### src/rtl/crc_check_slave.sv
// Bus-mapped CRC checker. It divides a written codeword bit-serially by the
// generator and exposes pass/fail, the syndrome and a saturating error count.
module crc_check_slave #(
  parameter int                   DATA_WIDTH     = 32,
  parameter int                   CRC_WIDTH      = 3,
  parameter logic [CRC_WIDTH-1:0] POLYNOMIAL     = 3'h3,
  parameter int                   COUNTER_WIDTH  = $clog2(DATA_WIDTH),
  parameter int                   LSB_DATA_WIDTH = DATA_WIDTH - CRC_WIDTH,
  parameter int                   ERRCNT_WIDTH   = 16
) (
  input  logic                  clk,
  input  logic                  reset_n,
  input  logic                  cs,
  input  logic [1:0]            addr,
  input  logic                  write,
  input  logic                  read,
  input  logic [DATA_WIDTH-1:0] write_data,
  output logic [DATA_WIDTH-1:0] read_data,
  output logic                  read_data_valid,
  output logic                  wait_req
);

  typedef enum logic [1:0] {IDLE, SHIFT, DONE} state_e;

  state_e                    state_q, state_d;
  logic [DATA_WIDTH-1:0]     codeword_q, codeword_d;
  logic [CRC_WIDTH-1:0]      rem_q, rem_d, rem_nxt;
  logic [COUNTER_WIDTH-1:0]  cnt_q, cnt_d;
  logic [CRC_WIDTH-1:0]      syn_q, syn_d;
  logic                      pass_q, pass_d, done_q, done_d;
  logic [ERRCNT_WIDTH-1:0]   errcnt_q, errcnt_d;
  logic [DATA_WIDTH-1:0]     rdata_q, rdata_d;
  logic                      rvld_q;
  logic                      start, clr, fail_entry, busy;

  assign busy  = (state_q == SHIFT);
  assign start = cs & write & (addr == 2'd0) & ~busy;
  assign clr   = cs & write & (addr == 2'd3);

  // One division step: shift in the next codeword bit, reduce on the bit shifted out.
  assign rem_nxt = {rem_q[CRC_WIDTH-2:0], codeword_q[cnt_q]} ^
                   (rem_q[CRC_WIDTH-1] ? POLYNOMIAL : '0);

  always_comb begin
    state_d    = state_q;
    codeword_d = codeword_q;
    rem_d      = rem_q;
    cnt_d      = cnt_q;
    syn_d      = syn_q;
    pass_d     = pass_q;
    done_d     = done_q;
    errcnt_d   = errcnt_q;
    rdata_d    = rdata_q;
    fail_entry = 1'b0;

    case (state_q)
      IDLE, DONE: begin
        if (start) begin
          codeword_d = write_data;
          rem_d      = '0;
          cnt_d      = COUNTER_WIDTH'(DATA_WIDTH - 1);
          done_d     = 1'b0;
          state_d    = SHIFT;
        end
      end
      SHIFT: begin
        rem_d = rem_nxt;
        cnt_d = cnt_q - COUNTER_WIDTH'(1);
        if (cnt_q == '0) begin
          syn_d      = rem_nxt;
          pass_d     = (rem_nxt == '0);
          done_d     = 1'b1;
          fail_entry = (rem_nxt != '0);
          state_d    = DONE;
        end
      end
      default: state_d = IDLE;
    endcase

    // A failure landing on the same edge as a clear still counts once.
    if (clr) errcnt_d = '0;
    if (fail_entry) begin
      if (clr)                  errcnt_d = ERRCNT_WIDTH'(1);
      else if (errcnt_q != '1)  errcnt_d = errcnt_q + ERRCNT_WIDTH'(1);
    end

    if (cs & read) begin
      case (addr)
        2'd0:    rdata_d = codeword_q;
        2'd1:    rdata_d = {{(DATA_WIDTH-3){1'b0}}, done_q, busy, pass_q};
        2'd2:    rdata_d = DATA_WIDTH'(syn_q);
        default: rdata_d = DATA_WIDTH'(errcnt_q);
      endcase
    end
  end

  always_ff @(posedge clk or negedge reset_n) begin
    if (!reset_n) begin
      state_q    <= IDLE;
      codeword_q <= '0;
      rem_q      <= '0;
      cnt_q      <= '0;
      syn_q      <= '0;
      pass_q     <= 1'b0;
      done_q     <= 1'b0;
      errcnt_q   <= '0;
      rdata_q    <= '0;
      rvld_q     <= 1'b0;
    end else begin
      state_q    <= state_d;
      codeword_q <= codeword_d;
      rem_q      <= rem_d;
      cnt_q      <= cnt_d;
      syn_q      <= syn_d;
      pass_q     <= pass_d;
      done_q     <= done_d;
      errcnt_q   <= errcnt_d;
      rdata_q    <= rdata_d;
      rvld_q     <= cs & read;
    end
  end

  assign read_data       = rdata_q;
  assign read_data_valid = rvld_q;
  assign wait_req        = busy;

endmodule

### config.mk
export PLATFORM = sky130hd
export DESIGN_NAME = crc_check_slave
export DESIGN_NICKNAME = d
export VERILOG_FILES = /design/src/rtl/crc_check_slave.sv
export SDC_FILE = /design/constraint.sdc
export NUM_CORES = 1
export LEC_CHECK = 0
export CORE_ASPECT_RATIO = 1.4
export CORE_MARGIN = 5
export CORE_UTILIZATION = 43
export CTS_BUF_LIST = sky130_fd_sc_hd__clkbuf_16
export CTS_CLUSTER_DIAMETER = 200
export CTS_CLUSTER_SIZE = 30
export DETAILED_ROUTE_END_ITERATION = 16
export GPL_ROUTABILITY_DRIVEN = 0
export PLACE_DENSITY = 0.71
export SKIP_LAST_GASP = 1
export SLEW_MARGIN = 20
export SYNTH_ARGS = -nofsm -noshare
export SYNTH_HDL_FRONTEND = slang
export SYNTH_SLANG_ARGS = --single-unit
### constraint.sdc
create_clock -name clk -period 6.1 [get_ports clk]
set_input_delay 1.22 -clock clk [delete_from_list [all_inputs] [get_ports clk]]
set_output_delay 1.22 -clock clk [all_outputs]
set_load 0.005 [all_outputs]
==> impl_table.tex, run 1 <==
\begin{tabular}{lr}
\hline
Metric & Value \\
\hline
\multicolumn{2}{l}{\textbf{Place}} \\
Port Buffers & 72 \\
Dpl ws & 2.40 ns \\
Detailed-placement wirelength estimate & 7.26 mm \\
Post-Place Cell Area & 5230 sq um \\
\multicolumn{2}{l}{\textbf{Synth}} \\
Top cells by area in the synthesized netlist & sky130\_fd\_sc\_hd\_\_dfrtp\_1, sky130\_fd\_sc\_hd\_\_mux2\_2, sky130\_fd\_sc\_hd\_\_a22o\_1 \\
Number of unique standard cell types used by synthesis & 49 \\
Average cell area after synthesis & 12.0 sq um \\
Area share of the largest cell type after synthesis & 54.4\% \\
Top cells by instance count after synthesis & sky130\_fd\_sc\_hd\_\_dfrtp\_1, sky130\_fd\_sc\_hd\_\_mux2\_2, sky130\_fd\_sc\_hd\_\_nand2\_1 \\
Yosys Warn Count & 0 \\
Post-synth EDFFs & 0 \\
Ys flop type & sky130\_fd\_sc\_hd\_\_dfrtp\_1 \\
Dominant cell by count in the synthesized netlist & sky130\_fd\_sc\_hd\_\_dfrtp\_1 \\
Summed instance area of the synthesized netlist & 4410 sq um \\
Dominant cell type by area after synthesis & sky130\_fd\_sc\_hd\_\_dfrtp\_1 \\
\#FFs+latches synth & 96 \\
Syn Nets & 411 \\
Ys async rst share & 100\% \\
Part of the Yosys area used for sequential elements & 54.4\% \\
Cell count after synthesis & 369 \\
\multicolumn{2}{l}{\textbf{STA}} \\
Achievable Freq & 295 MHz \\
Actual transition at the worst max-transition pin & 0.930 ns \\
Final period util & 55.5\% \\
Setup skew after layout & 0.00735 ns \\
Post-Route Setup TNS & 0 ns \\
Total of endpoints with negative setup slack in the final report & 0 \\
Unrepaired setup endpoints after global routing & no \\
Slew Viols, Final & 0 \\
Relative slew slack & 37.8\% \\
Final count of hold timing violations & 0 \\
Smallest setup slack after layout & 2.72 ns \\
Final min period & 3.38 ns \\
\multicolumn{2}{l}{\textbf{Global routing}} \\
Antenna violations before repair & 0 \\
GRT Residual Overflow & 0 \\
Largest net degree at the start of global routing & 50 \\
Number of global-route vias before repair & 3,318 \\
Total Routing Usage GR & 17.8\% \\
Global-route wire length before repair & 16.9 mm \\
\multicolumn{2}{l}{\textbf{Power and ir drop}} \\
Internal power & 1530 uW \\
Net load switching power & 703 uW \\
Part of the total power dissipated in sequential elements & 47.0\% \\
Combinational fraction of design power & 28.4\% \\
Share of total power in the clock network & 24.5\% \\
Leak Pwr & 0.00236 uW \\
Power density over the cells & 404 nW/um\^{}2 \\
Worst voltage drop across the vdd grid & 0.213 mV \\
Switching share of total power & 31.5\% \\
\multicolumn{2}{l}{\textbf{Finish}} \\
Layout cell share with drive strength beyond 1 & 16.4\% \\
Final instance area & 5520 sq um \\
ANT cells & 0 \\
Final core occ & 55.2\% \\
Synth-to-layout area growth & 25.1\% \\
Nets & 476 \\
\multicolumn{2}{l}{\textbf{Clock network}} \\
Total clock buffers created by CTS & 9 \\
Maximum number of buffers from clock root to sink & 2 \\
Clock root buffer master & sky130\_fd\_sc\_hd\_\_clkbuf\_16 \\
Hold\_buf cts & 0 \\
Number of buffers inserted by post-CTS setup repair & 0 \\
Clk slew on worst S/H paths & 0.06 ns \\
Clock latency of the later-clocked register in the worst-skew pair & 0.34 ns \\
H-tree depth & 3 \\
Number of gates given a new drive strength after cts & 0 \\
Clock tree from TritonCTS & yes \\
TritonCTS sink count & 96 \\
\multicolumn{2}{l}{\textbf{Setup path}} \\
Category of the critical setup timing path & flop to flop \\
Slowest stage delay, CP & 0.75 ns \\
Worst path slowest cell & sky130\_fd\_sc\_hd\_\_dfrtp\_1 \\
Family of cells with the greatest summed delay on the critical path & multiplexers \\
Kind of start point of the critical path & flop \\
Series of cell instances along the critical path & mux4\_1, mux2i\_1, o22ai\_1, nor3\_2, mux2i\_2, nand2\_2, or3\_1, a21oi\_1 \\
Number of buffer and inverter stages on the critical path & 0 \\
Critical path endpoint category & flop \\
Largest fanout on the critical path & 18 \\
Arr. time, crit path & 3.65 ns \\
Required time reported for the critical path endpoint & 6.36 ns \\
\multicolumn{2}{l}{\textbf{Run}} \\
Count of maximum capacitance violations & 0 \\
\multicolumn{2}{l}{\textbf{Hold path}} \\
Path class of the lowest-slack min-delay path & flop to flop \\
\multicolumn{2}{l}{\textbf{Floorplan}} \\
Placeable core region & 10,000 sq um \\
Die height & 130 um \\
Boundary pin count & 73 \\
Starting utilization of the core area & 44.1\% \\
Area of the die & 12,400 sq um \\
Chip Width & 95.6 um \\
FP Rows & 43 \\
\multicolumn{2}{l}{\textbf{Detailed routing}} \\
DRC violations left & 0 \\
Final wirelength & 10.2 mm \\
Antenna-violating nets left & 0 \\
Via count & 3,133 \\
Drt first-iter violations & 185 \\
Detailed-route wire length per cell & 17.7 um \\
Number of detailed-route iterations in the first pass & 4 \\
Per-cell via count in the routed design & 5.47 \\
\multicolumn{2}{l}{\textbf{Status}} \\
Run status & complete, no violations \\
\hline
\end{tabular}
[final cells by class]
cell class,instances,area (sq um)
fillers,882,4490
clock buffers,9,225
multi-input cells,244,1890
flip-flops and latches,96,2400
well taps,135,169
clock inverters,6,61.3
inverters,8,30.0
repair buffers,75,741
[metrics by stage]
| stage | power [uW] | hold slack, ns | cells |
|---|---|---|---|
| floorplan | 1450 | 0.441 | 369 |
| global placement | 1680 | 0.462 | 558 |
| detailed placement | 1700 | 0.471 | 558 |
| CTS | 2250 | 0.483 | 573 |
| global route | 2360 | 0.524 | 573 |
| finish | 2230 | 0.474 | 573 |
[flip-flops by register name, summed over array words and instances, names as in the netlist]
name / count
state_q: 2
read_data: 32
errcnt_q: 16
rem_q: 3
pass_q: 1
syn_q: 3
cnt_q: 5
codeword_q: 32
done_q: 1
read_data_valid: 1
[cell usage in the layout (no fill, tap or decap), types with 4 or more instances in the layout]
master	netlist	final
sky130_fd_sc_hd__nor3_1	6	5
sky130_fd_sc_hd__xor2_1	8	8
sky130_fd_sc_hd__mux4_1	5	5
sky130_fd_sc_hd__a21oi_1	5	5
sky130_fd_sc_hd__a22o_1	16	16
sky130_fd_sc_hd__clkbuf_16	0	9
sky130_fd_sc_hd__nand2b_1	4	4
sky130_fd_sc_hd__and3_1	8	8
sky130_fd_sc_hd__a22oi_1	13	13
sky130_fd_sc_hd__mux4_2	4	4
sky130_fd_sc_hd__clkdlybuf4s50_1	0	71
sky130_fd_sc_hd__nor2_1	26	26
sky130_fd_sc_hd__nand3_1	12	12
sky130_fd_sc_hd__o21ai_0	20	20
sky130_fd_sc_hd__xnor2_1	6	6
sky130_fd_sc_hd__dfrtp_1	96	96
sky130_fd_sc_hd__buf_4	0	4
sky130_fd_sc_hd__inv_1	7	7
sky130_fd_sc_hd__mux2_2	36	36
sky130_fd_sc_hd__nand2_1	30	30
[power groups by stage]
| stage | registers (uW) | logic (uW) | clock network (uW) |
|---|---|---|---|
| floorplan | 963 | 486 | 0 |
| global placement | 1050 | 622 | 0 |
| detailed placement | 1060 | 636 | 0 |
| CTS | 1050 | 642 | 559 |
| global route | 1080 | 699 | 577 |
| finish | 1050 | 635 | 548 |
[cells by family after synthesis]
kind of cell             after synthesis  synth area share (%)
AO/OA/AOI/OAI                         68                  10.7
XOR/XNOR                              14                  2.78
adder cells (fa/ha/maj)                3                 0.850
buffers and inverters                 29                  3.15
flip-flops                            96                  54.4
multiplexers                          48                  15.0
AND/OR/NAND/NOR                      111                  13.2
[path summary, 6_finish.rpt]
check	start	end	slack, ns	depth (start not counted)
setup / recovery	cnt_q[2]	errcnt_q[15]	2.72	8
hold / removal	read_data[14]	read_data[14]	0.47	2
setup reg to reg	cnt_q[2]	errcnt_q[15]	2.72	8
hold reg to reg	read_data[14]	read_data[14]	0.47	2
max in group asynchronous	reset_n	read_data[13]	4.18	2
min in group asynchronous	reset_n	codeword_q[18]	0.87	1
[metal layers]
| layer | vias to the layer above | wire, um | GRT usage, % |
|---|---|---|---|
| li1 | 1467 | - | - |
| met1 | 1586 | 4220 | 21.8 |
| met2 | 66 | 5340 | 30.4 |
| met3 | 14 | 392 | 3.75 |
| met4 | 0 | 218 | 7.12 |
| met5 | - | 0 | 0 |
[worst reg2reg max path, delay by kind of cell, from the launching register on]
family,cells,cell delay [ns]
AND/OR/NAND/NOR,3,0.76
multiplexers,3,1.53
AO/OA/AOI/OAI,2,0.26
flip-flops,1,0.75
Power figures use the tool's default switching activity.
==> inputs of run 2 (changes only) <==
- clock period: 6.1 -> 3.4 ns (I/O delays scaled with it)
==> run 2 against run 1 <==
Net effect: final cell count rose by 1.6%; critical path depth rose by 1; sequential power rose by 81%; die area did not move; worst setup slack got worse by 2.4 ns; global-route usage rose by 0.99 points; critical path type unchanged; critical endpoint unchanged.
==> impl_table.tex, run 2 (synthesis results as in run 1) <==
\begin{tabular}{lr}
\hline
Metric & Value \\
\hline
\multicolumn{2}{l}{\textbf{STA}} \\
Actual transition at the worst max-transition pin & 0.798 ns (-0.131 ns) \\
Post-Route Setup TNS & 0 ns (unchanged) \\
Achievable Freq & 329 MHz (+12\%) \\
Smallest setup slack after layout & 0.365 ns (-2.35 ns) \\
Unrepaired setup endpoints after global routing & no \\
Slew Viols, Final & 0 (unchanged) \\
Final count of hold timing violations & 0 (unchanged) \\
Final-layout worst hold slack & 0.401 ns (-0.0731 ns) \\
Relative slew slack & 46.8\% (+9.0 points) \\
Final period util & 89.3\% (+34 points) \\
Final min period & 3.04 ns (-0.350 ns) \\
Total of endpoints with negative setup slack in the final report & 0 (unchanged) \\
Setup skew after layout & 0.00921 ns (+0.00186 ns) \\
\multicolumn{2}{l}{\textbf{Setup path}} \\
Number of buffer and inverter stages on the critical path & 1 (+1) \\
Family of cells with the greatest summed delay on the critical path & multiplexers \\
Reg2reg start & cnt\_q[2] \\
Register-to-register path setup slack & 0.36 ns (-2.35 ns) \\
Worst Setup SP & cnt\_q[2] \\
Arr. time, crit path & 3.30 ns (-0.35 ns) \\
Critical path endpoint category & flop \\
Largest fanout on the critical path & 15 (-3) \\
Category of the critical setup timing path & flop to flop \\
Critical path endpoint & errcnt\_q[15] \\
Kind of start point of the critical path & flop \\
Critical R2R Capture & errcnt\_q[15] \\
Required time reported for the critical path endpoint & 3.66 ns (-2.70 ns) \\
Series of cell instances along the critical path & mux4\_1, mux2i\_1, o22ai\_1, nor3\_2, mux2i\_2, buf\_4, nand2\_2, or3\_1, a21oi\_1 \\
Slowest stage delay, CP & 0.67 ns (-0.08 ns) \\
Worst path slowest cell & sky130\_fd\_sc\_hd\_\_dfrtp\_1 \\
Worst-case reg-to-reg path depth & 9 (+1) \\
Critical path depth & 9 (+1) \\
\multicolumn{2}{l}{\textbf{Finish}} \\
Layout cell share with drive strength beyond 1 & 17.9\% (+1.5 points) \\
Nets & 484 (+1.7\%) \\
Number of fillers in the final layout & 860 (-2.5\%) \\
Sequential cell area & 2400 sq um (unchanged) \\
Most common library cell in the layout ignoring fill and taps & sky130\_fd\_sc\_hd\_\_dfrtp\_1 \\
Most used cells in the layout excluding fill and tap cells & sky130\_fd\_sc\_hd\_\_dfrtp\_1, sky130\_fd\_sc\_hd\_\_clkdlybuf4s50\_1, sky130\_fd\_sc\_hd\_\_mux2\_2, sky130\_fd\_sc\_hd\_\_nand2\_1, sky130\_fd\_sc\_hd\_\_nor2\_1 \\
Final core occ & 56.3\% (+1.1 points) \\
Multi-input gate area & 1880 sq um (-0.46\%) \\
ANT cells & 0 (unchanged) \\
Synth-to-layout area growth & 27.6\% \\
\multicolumn{2}{l}{\textbf{Detailed routing}} \\
Number of detailed-route iterations in the first pass & 5 (+1) \\
DR top layer & met4 \\
Antenna-violating nets left & 0 (unchanged) \\
Final wirelength & 10.7 mm (+5.5\%) \\
DRC violations left & 0 (unchanged) \\
WL met1 & 4.24 mm (+0.43\%) \\
Routed wl met2 & 5.75 mm (+7.8\%) \\
Drt first-iter violations & 163 (-12\%) \\
Per-cell via count in the routed design & 5.55 (+1.5\%) \\
Amount of wire on met3 after detailed routing & 516 um (+32\%) \\
Via count & 3,229 (+3.1\%) \\
Detailed-route wire length per cell & 18.4 um (+3.9\%) \\
\multicolumn{2}{l}{\textbf{Power and ir drop}} \\
Power after layout & 4180 uW (+87\%) \\
Power density over the cells & 743 nW/um\^{}2 (+84\%) \\
Part of the total power dissipated in sequential elements & 45.4\% (-1.6 points) \\
Net load switching power & 1330 uW (+89\%) \\
Internal power & 2850 uW (+86\%) \\
Combinational fraction of design power & 28.4\% (about the same) \\
Share of total power in the clock network & 26.2\% (+1.7 points) \\
Worst voltage drop across the vdd grid & 0.412 mV (+94\%) \\
Switching share of total power & 31.8\% (+0.29 points) \\
Leak Pwr & 0.00242 uW (+2.5\%) \\
\multicolumn{2}{l}{\textbf{Status}} \\
Run status & complete, no violations \\
\multicolumn{2}{l}{\textbf{Global routing}} \\
Total Routing Usage GR & 18.8\% (+0.99 points) \\
GRT Residual Overflow & 0 (unchanged) \\
Largest net degree at the start of global routing & 61 (+22\%) \\
Number of global-route vias before repair & 3,478 (+4.8\%) \\
Global-route wire length before repair & 17.8 mm (+5.2\%) \\
Antenna violations before repair & 0 (unchanged) \\
\multicolumn{2}{l}{\textbf{Clock network}} \\
Clock tree from TritonCTS & yes \\
Clock latency of the later-clocked register in the worst-skew pair & 0.35 ns (about the same) \\
Total clock buffers created by CTS & 9 (unchanged) \\
Clk slew on worst S/H paths & 0.07 ns (about the same) \\
Maximum number of buffers from clock root to sink & 2 (unchanged) \\
H-tree depth & 3 (unchanged) \\
Number of buffers inserted by post-CTS setup repair & 0 (unchanged) \\
Hold\_buf cts & 0 (unchanged) \\
Clock root buffer master & sky130\_fd\_sc\_hd\_\_clkbuf\_16 \\
TritonCTS sink count & 96 (unchanged) \\
Number of gates given a new drive strength after cts & 0 (unchanged) \\
\multicolumn{2}{l}{\textbf{Floorplan}} \\
FP Rows & 43 (unchanged) \\
Die height & 130 um (unchanged) \\
Boundary pin count & 73 (unchanged) \\
Placeable core region & 10,000 sq um (unchanged) \\
Chip Width & 95.6 um (unchanged) \\
Area of the die & 12,400 sq um (unchanged) \\
Starting utilization of the core area & 44.1\% (unchanged) \\
\multicolumn{2}{l}{\textbf{Run}} \\
Count of maximum capacitance violations & 0 (unchanged) \\
\multicolumn{2}{l}{\textbf{Hold path}} \\
Path class of the lowest-slack min-delay path & input port to asynchronous set/reset pin \\
\multicolumn{2}{l}{\textbf{Place}} \\
Dpl ws & 0.450 ns (-1.95 ns) \\
Detailed-placement wirelength estimate & 7.56 mm (+4.2\%) \\
Port Buffers & 72 (unchanged) \\
\hline
\end{tabular}
[run 2: power groups by stage]
stage / sequential (uW) / combinational, uW / clock [uW]
after floorplan: 1730 / 872 / 0
after global placement: 1900 / 1150 / 0
after detailed placement: 1910 / 1190 / 0
after CTS: 1900 / 1200 / 1100
after global routing: 1940 / 1310 / 1140
final: 1900 / 1190 / 1100
[run 2: area by class of cell]
| type | instances | area share, % |
|---|---|---|
| flip-flops and latches | 96 | 42.7 |
| multi-input cells | 244 | 33.5 |
| repair buffers | 83 | 14.7 |
| clock buffers | 9 | 4.00 |
| well taps | 135 | 3.00 |
| clock inverters | 7 | 1.69 |
| inverters | 8 | 0.533 |
[run 2: through the flow]
| stage | area [sq um] | cells |
|---|---|---|
| 5_1_grt | 5630 | 582 |
| 3_5_place_dp | 5310 | 566 |
| 3_3_place_gp | 5310 | 566 |
| 2_1_floorplan | 4410 | 369 |
| 4_1_cts | 5630 | 582 |
| 6_report | 5630 | 582 |
[run 2: worst min path at each step]
stage,start,end,slack [ns],cells past startpoint
final,reset_n,read_data[16],0.40,1
after floorplan,reset_n,cnt_q[0],0.38,0
after CTS,reset_n,read_data[0],0.44,1
after global routing,reset_n,read_data[16],0.48,1
after detailed placement,read_data[6],read_data[6],0.47,2
after global placement,syn_q[0],syn_q[0],0.46,2
[run 2: routing by layer]
metal | track usage, % | up-vias
li1 | - | 1489
met1 | 22.6 | 1627
met2 | 32.6 | 96
met3 | 4.33 | 17
met4 | 6.95 | 0
met5 | 0 | -
==> inputs of run 3 (changes only) <==
- MAX_ROUTING_LAYER: unset -> met4
==> run 3 against run 2 <==
Net effect: clock power about the same; largest cell class unchanged; first-iteration DRC count grew 6.1%; die area unchanged; critical endpoint unchanged; critical path depth unchanged; final cell count unchanged; hold slack worse by 0.0019 ns; fmax is 0.79% higher; core utilization unchanged; largest power group unchanged; non-clock buffer count did not move.
==> impl_table.tex, run 3 (synthesis results as in run 1) <==
\begin{tabular}{lr}
\hline
Metric & Value \\
\hline
\multicolumn{2}{l}{\textbf{Finish}} \\
Synth-to-layout area growth & 27.6\% (unchanged) \\
Final instance area & 5630 sq um (unchanged) \\
Most used cells in the layout excluding fill and tap cells & sky130\_fd\_sc\_hd\_\_dfrtp\_1, sky130\_fd\_sc\_hd\_\_clkdlybuf4s50\_1, sky130\_fd\_sc\_hd\_\_mux2\_2, sky130\_fd\_sc\_hd\_\_nand2\_1, sky130\_fd\_sc\_hd\_\_nor2\_1 \\
Final core occ & 56.3\% (unchanged) \\
Most common library cell in the layout ignoring fill and taps & sky130\_fd\_sc\_hd\_\_dfrtp\_1 \\
Layout cell share with drive strength beyond 1 & 17.9\% (unchanged) \\
Nets & 484 (unchanged) \\
ANT cells & 0 (unchanged) \\
\multicolumn{2}{l}{\textbf{Setup path}} \\
Worst-case reg-to-reg path depth & 9 (unchanged) \\
Category of the critical setup timing path & flop to flop \\
Family of cells with the greatest summed delay on the critical path & multiplexers \\
Critical R2R Capture & errcnt\_q[15] \\
Critical path endpoint category & flop \\
Register-to-register path setup slack & 0.39 ns (+0.02 ns) \\
Arr. time, crit path & 3.28 ns (-0.02 ns) \\
Largest fanout on the critical path & 15 (unchanged) \\
Number of buffer and inverter stages on the critical path & 1 (unchanged) \\
Slowest stage delay, CP & 0.66 ns (about the same) \\
Reg2reg start & cnt\_q[2] \\
Worst path slowest cell & sky130\_fd\_sc\_hd\_\_dfrtp\_1 \\
Kind of start point of the critical path & flop \\
Required time reported for the critical path endpoint & 3.66 ns (about the same) \\
Series of cell instances along the critical path & mux4\_1, mux2i\_1, o22ai\_1, nor3\_2, mux2i\_2, buf\_4, nand2\_2, or3\_1, a21oi\_1 \\
\multicolumn{2}{l}{\textbf{Detailed routing}} \\
Number of detailed-route iterations in the first pass & 4 (-1) \\
Drt first-iter violations & 173 (+6.1\%) \\
Per-cell via count in the routed design & 5.54 (-0.19\%) \\
Antenna-violating nets left & 0 (unchanged) \\
DRC violations left & 0 (unchanged) \\
Detailed-route wire length per cell & 18.3 um (-0.94\%) \\
Via count & 3,223 (-0.19\%) \\
Final wirelength & 10.6 mm (-0.94\%) \\
\multicolumn{2}{l}{\textbf{Power and ir drop}} \\
Power density over the cells & 741 nW/um\^{}2 (-0.17\%) \\
Leak Pwr & 0.00242 uW (unchanged) \\
Worst voltage drop across the vdd grid & 0.409 mV (-0.69\%) \\
\multicolumn{2}{l}{\textbf{Place}} \\
Post-Place Cell Area & 5310 sq um (unchanged) \\
Detailed-placement wirelength estimate & 7.56 mm (unchanged) \\
Port Buffers & 72 (unchanged) \\
\multicolumn{2}{l}{\textbf{Floorplan}} \\
Starting utilization of the core area & 44.1\% (unchanged) \\
Placeable core region & 10,000 sq um (unchanged) \\
Boundary pin count & 73 (unchanged) \\
FP Rows & 43 (unchanged) \\
Die height & 130 um (unchanged) \\
Area of the die & 12,400 sq um (unchanged) \\
Chip Width & 95.6 um (unchanged) \\
\multicolumn{2}{l}{\textbf{STA}} \\
Setup skew after layout & 0.0102 ns (+0.00103 ns) \\
Actual transition at the worst max-transition pin & 0.773 ns (-0.0251 ns) \\
Slew Viols, Final & 0 (unchanged) \\
Final count of hold timing violations & 0 (unchanged) \\
Post-Route Setup TNS & 0 ns (unchanged) \\
Unrepaired setup endpoints after global routing & no \\
Relative slew slack & 48.5\% (+1.7 points) \\
Final min period & 3.01 ns (-0.0239 ns) \\
Final-layout worst hold slack & 0.400 ns (-0.00186 ns) \\
Achievable Freq & 332 MHz (+0.79\%) \\
Final period util & 88.6\% (-0.70 points) \\
Total of endpoints with negative setup slack in the final report & 0 (unchanged) \\
\multicolumn{2}{l}{\textbf{Global routing}} \\
Met3 Usage GRT & 3.98\% (-0.35 points) \\
Total Routing Usage GR & 19.4\% (+0.60 points) \\
Largest net degree at the start of global routing & 61 (unchanged) \\
Highest-utilization routing layer at the global route stage & met2 \\
Number of global-route vias before repair & 3,475 (-0.086\%) \\
Global routing met2 resource utilization & 32.4\% (-0.12 points) \\
GRT Residual Overflow & 0 (unchanged) \\
Met1 capacity usage during global routing & 23.1\% (+0.46 points) \\
Global-route wire length before repair & 17.8 mm (about the same) \\
Antenna violations before repair & 0 (unchanged) \\
\multicolumn{2}{l}{\textbf{Clock network}} \\
Total clock buffers created by CTS & 9 (unchanged) \\
Number of gates given a new drive strength after cts & 0 (unchanged) \\
Number of buffers inserted by post-CTS setup repair & 0 (unchanged) \\
Clock latency of the later-clocked register in the worst-skew pair & 0.35 ns (about the same) \\
Clock tree from TritonCTS & yes \\
H-tree depth & 3 (unchanged) \\
Maximum number of buffers from clock root to sink & 2 (unchanged) \\
Hold\_buf cts & 0 (unchanged) \\
TritonCTS sink count & 96 (unchanged) \\
Clk slew on worst S/H paths & 0.07 ns (about the same) \\
Clock root buffer master & sky130\_fd\_sc\_hd\_\_clkbuf\_16 \\
\multicolumn{2}{l}{\textbf{Hold path}} \\
Path class of the lowest-slack min-delay path & input port to asynchronous set/reset pin \\
\multicolumn{2}{l}{\textbf{Run}} \\
Count of maximum capacitance violations & 0 (unchanged) \\
\multicolumn{2}{l}{\textbf{Status}} \\
Run status & complete, no violations \\
\hline
\end{tabular}
run 3: cell counts in the layout (fill, tap and decap cells not counted):
No cell type changed its count.
run 3: worst register-to-register path: stages (launching register included):
cell	delay (ns)
sky130_fd_sc_hd__dfrtp_1	0.66
sky130_fd_sc_hd__mux4_1	0.64
sky130_fd_sc_hd__mux2i_1	0.17
sky130_fd_sc_hd__o22ai_1	0.10
sky130_fd_sc_hd__nor3_2	0.21
sky130_fd_sc_hd__mux2i_2	0.23
sky130_fd_sc_hd__buf_4	0.23
sky130_fd_sc_hd__nand2_2	0.10
sky130_fd_sc_hd__or3_1	0.37
sky130_fd_sc_hd__a21oi_1	0.20
run 3: per-stage QoR:
step | setup WS [ns] | total power (uW) | instances
floorplan | 0.978 | 2600 | 369
global placement | 0.645 | 3050 | 566
detailed placement | 0.450 | 3100 | 566
CTS | 0.378 | 4210 | 582
global route | 0.0938 | 4400 | 582
finish | 0.389 | 4180 | 582
run 3: worst max-delay path by stage:
stage,from,endpoint,slack [ns],cells past startpoint
6_report,cnt_q[2],errcnt_q[15],0.39,9
3_5_place_dp,cnt_q[2],errcnt_q[15],0.45,9
2_1_floorplan,cnt_q[1],errcnt_q[15],0.98,9
5_1_grt,cnt_q[2],errcnt_q[15],0.09,9
4_1_cts,cnt_q[2],errcnt_q[15],0.38,9
3_3_place_gp,cnt_q[2],errcnt_q[15],0.65,9
run 3: area by class of cell:
cell class / instances / area [sq um]
inverter: 8 / 30.0
timing repair buffer: 83 / 826
tap: 135 / 169
multi-input combinational: 244 / 1880
fill: 860 / 4380
sequential: 96 / 2400
clock buffer: 9 / 225
clock inverter: 7 / 95.1
run 3: layer usage:
layer	wire (um)	vias to the layer above
met5	0	-
li1	-	1488
met4	212	0
met1	4240	1633
met3	422	15
met2	5760	87
run 3: report_power, final:
part	total [uW]	internal, uW	switching [uW]
combinational	1190	707	482
clock	1090	646	448
sequential	1890	1500	392
total	4180	2850	1320
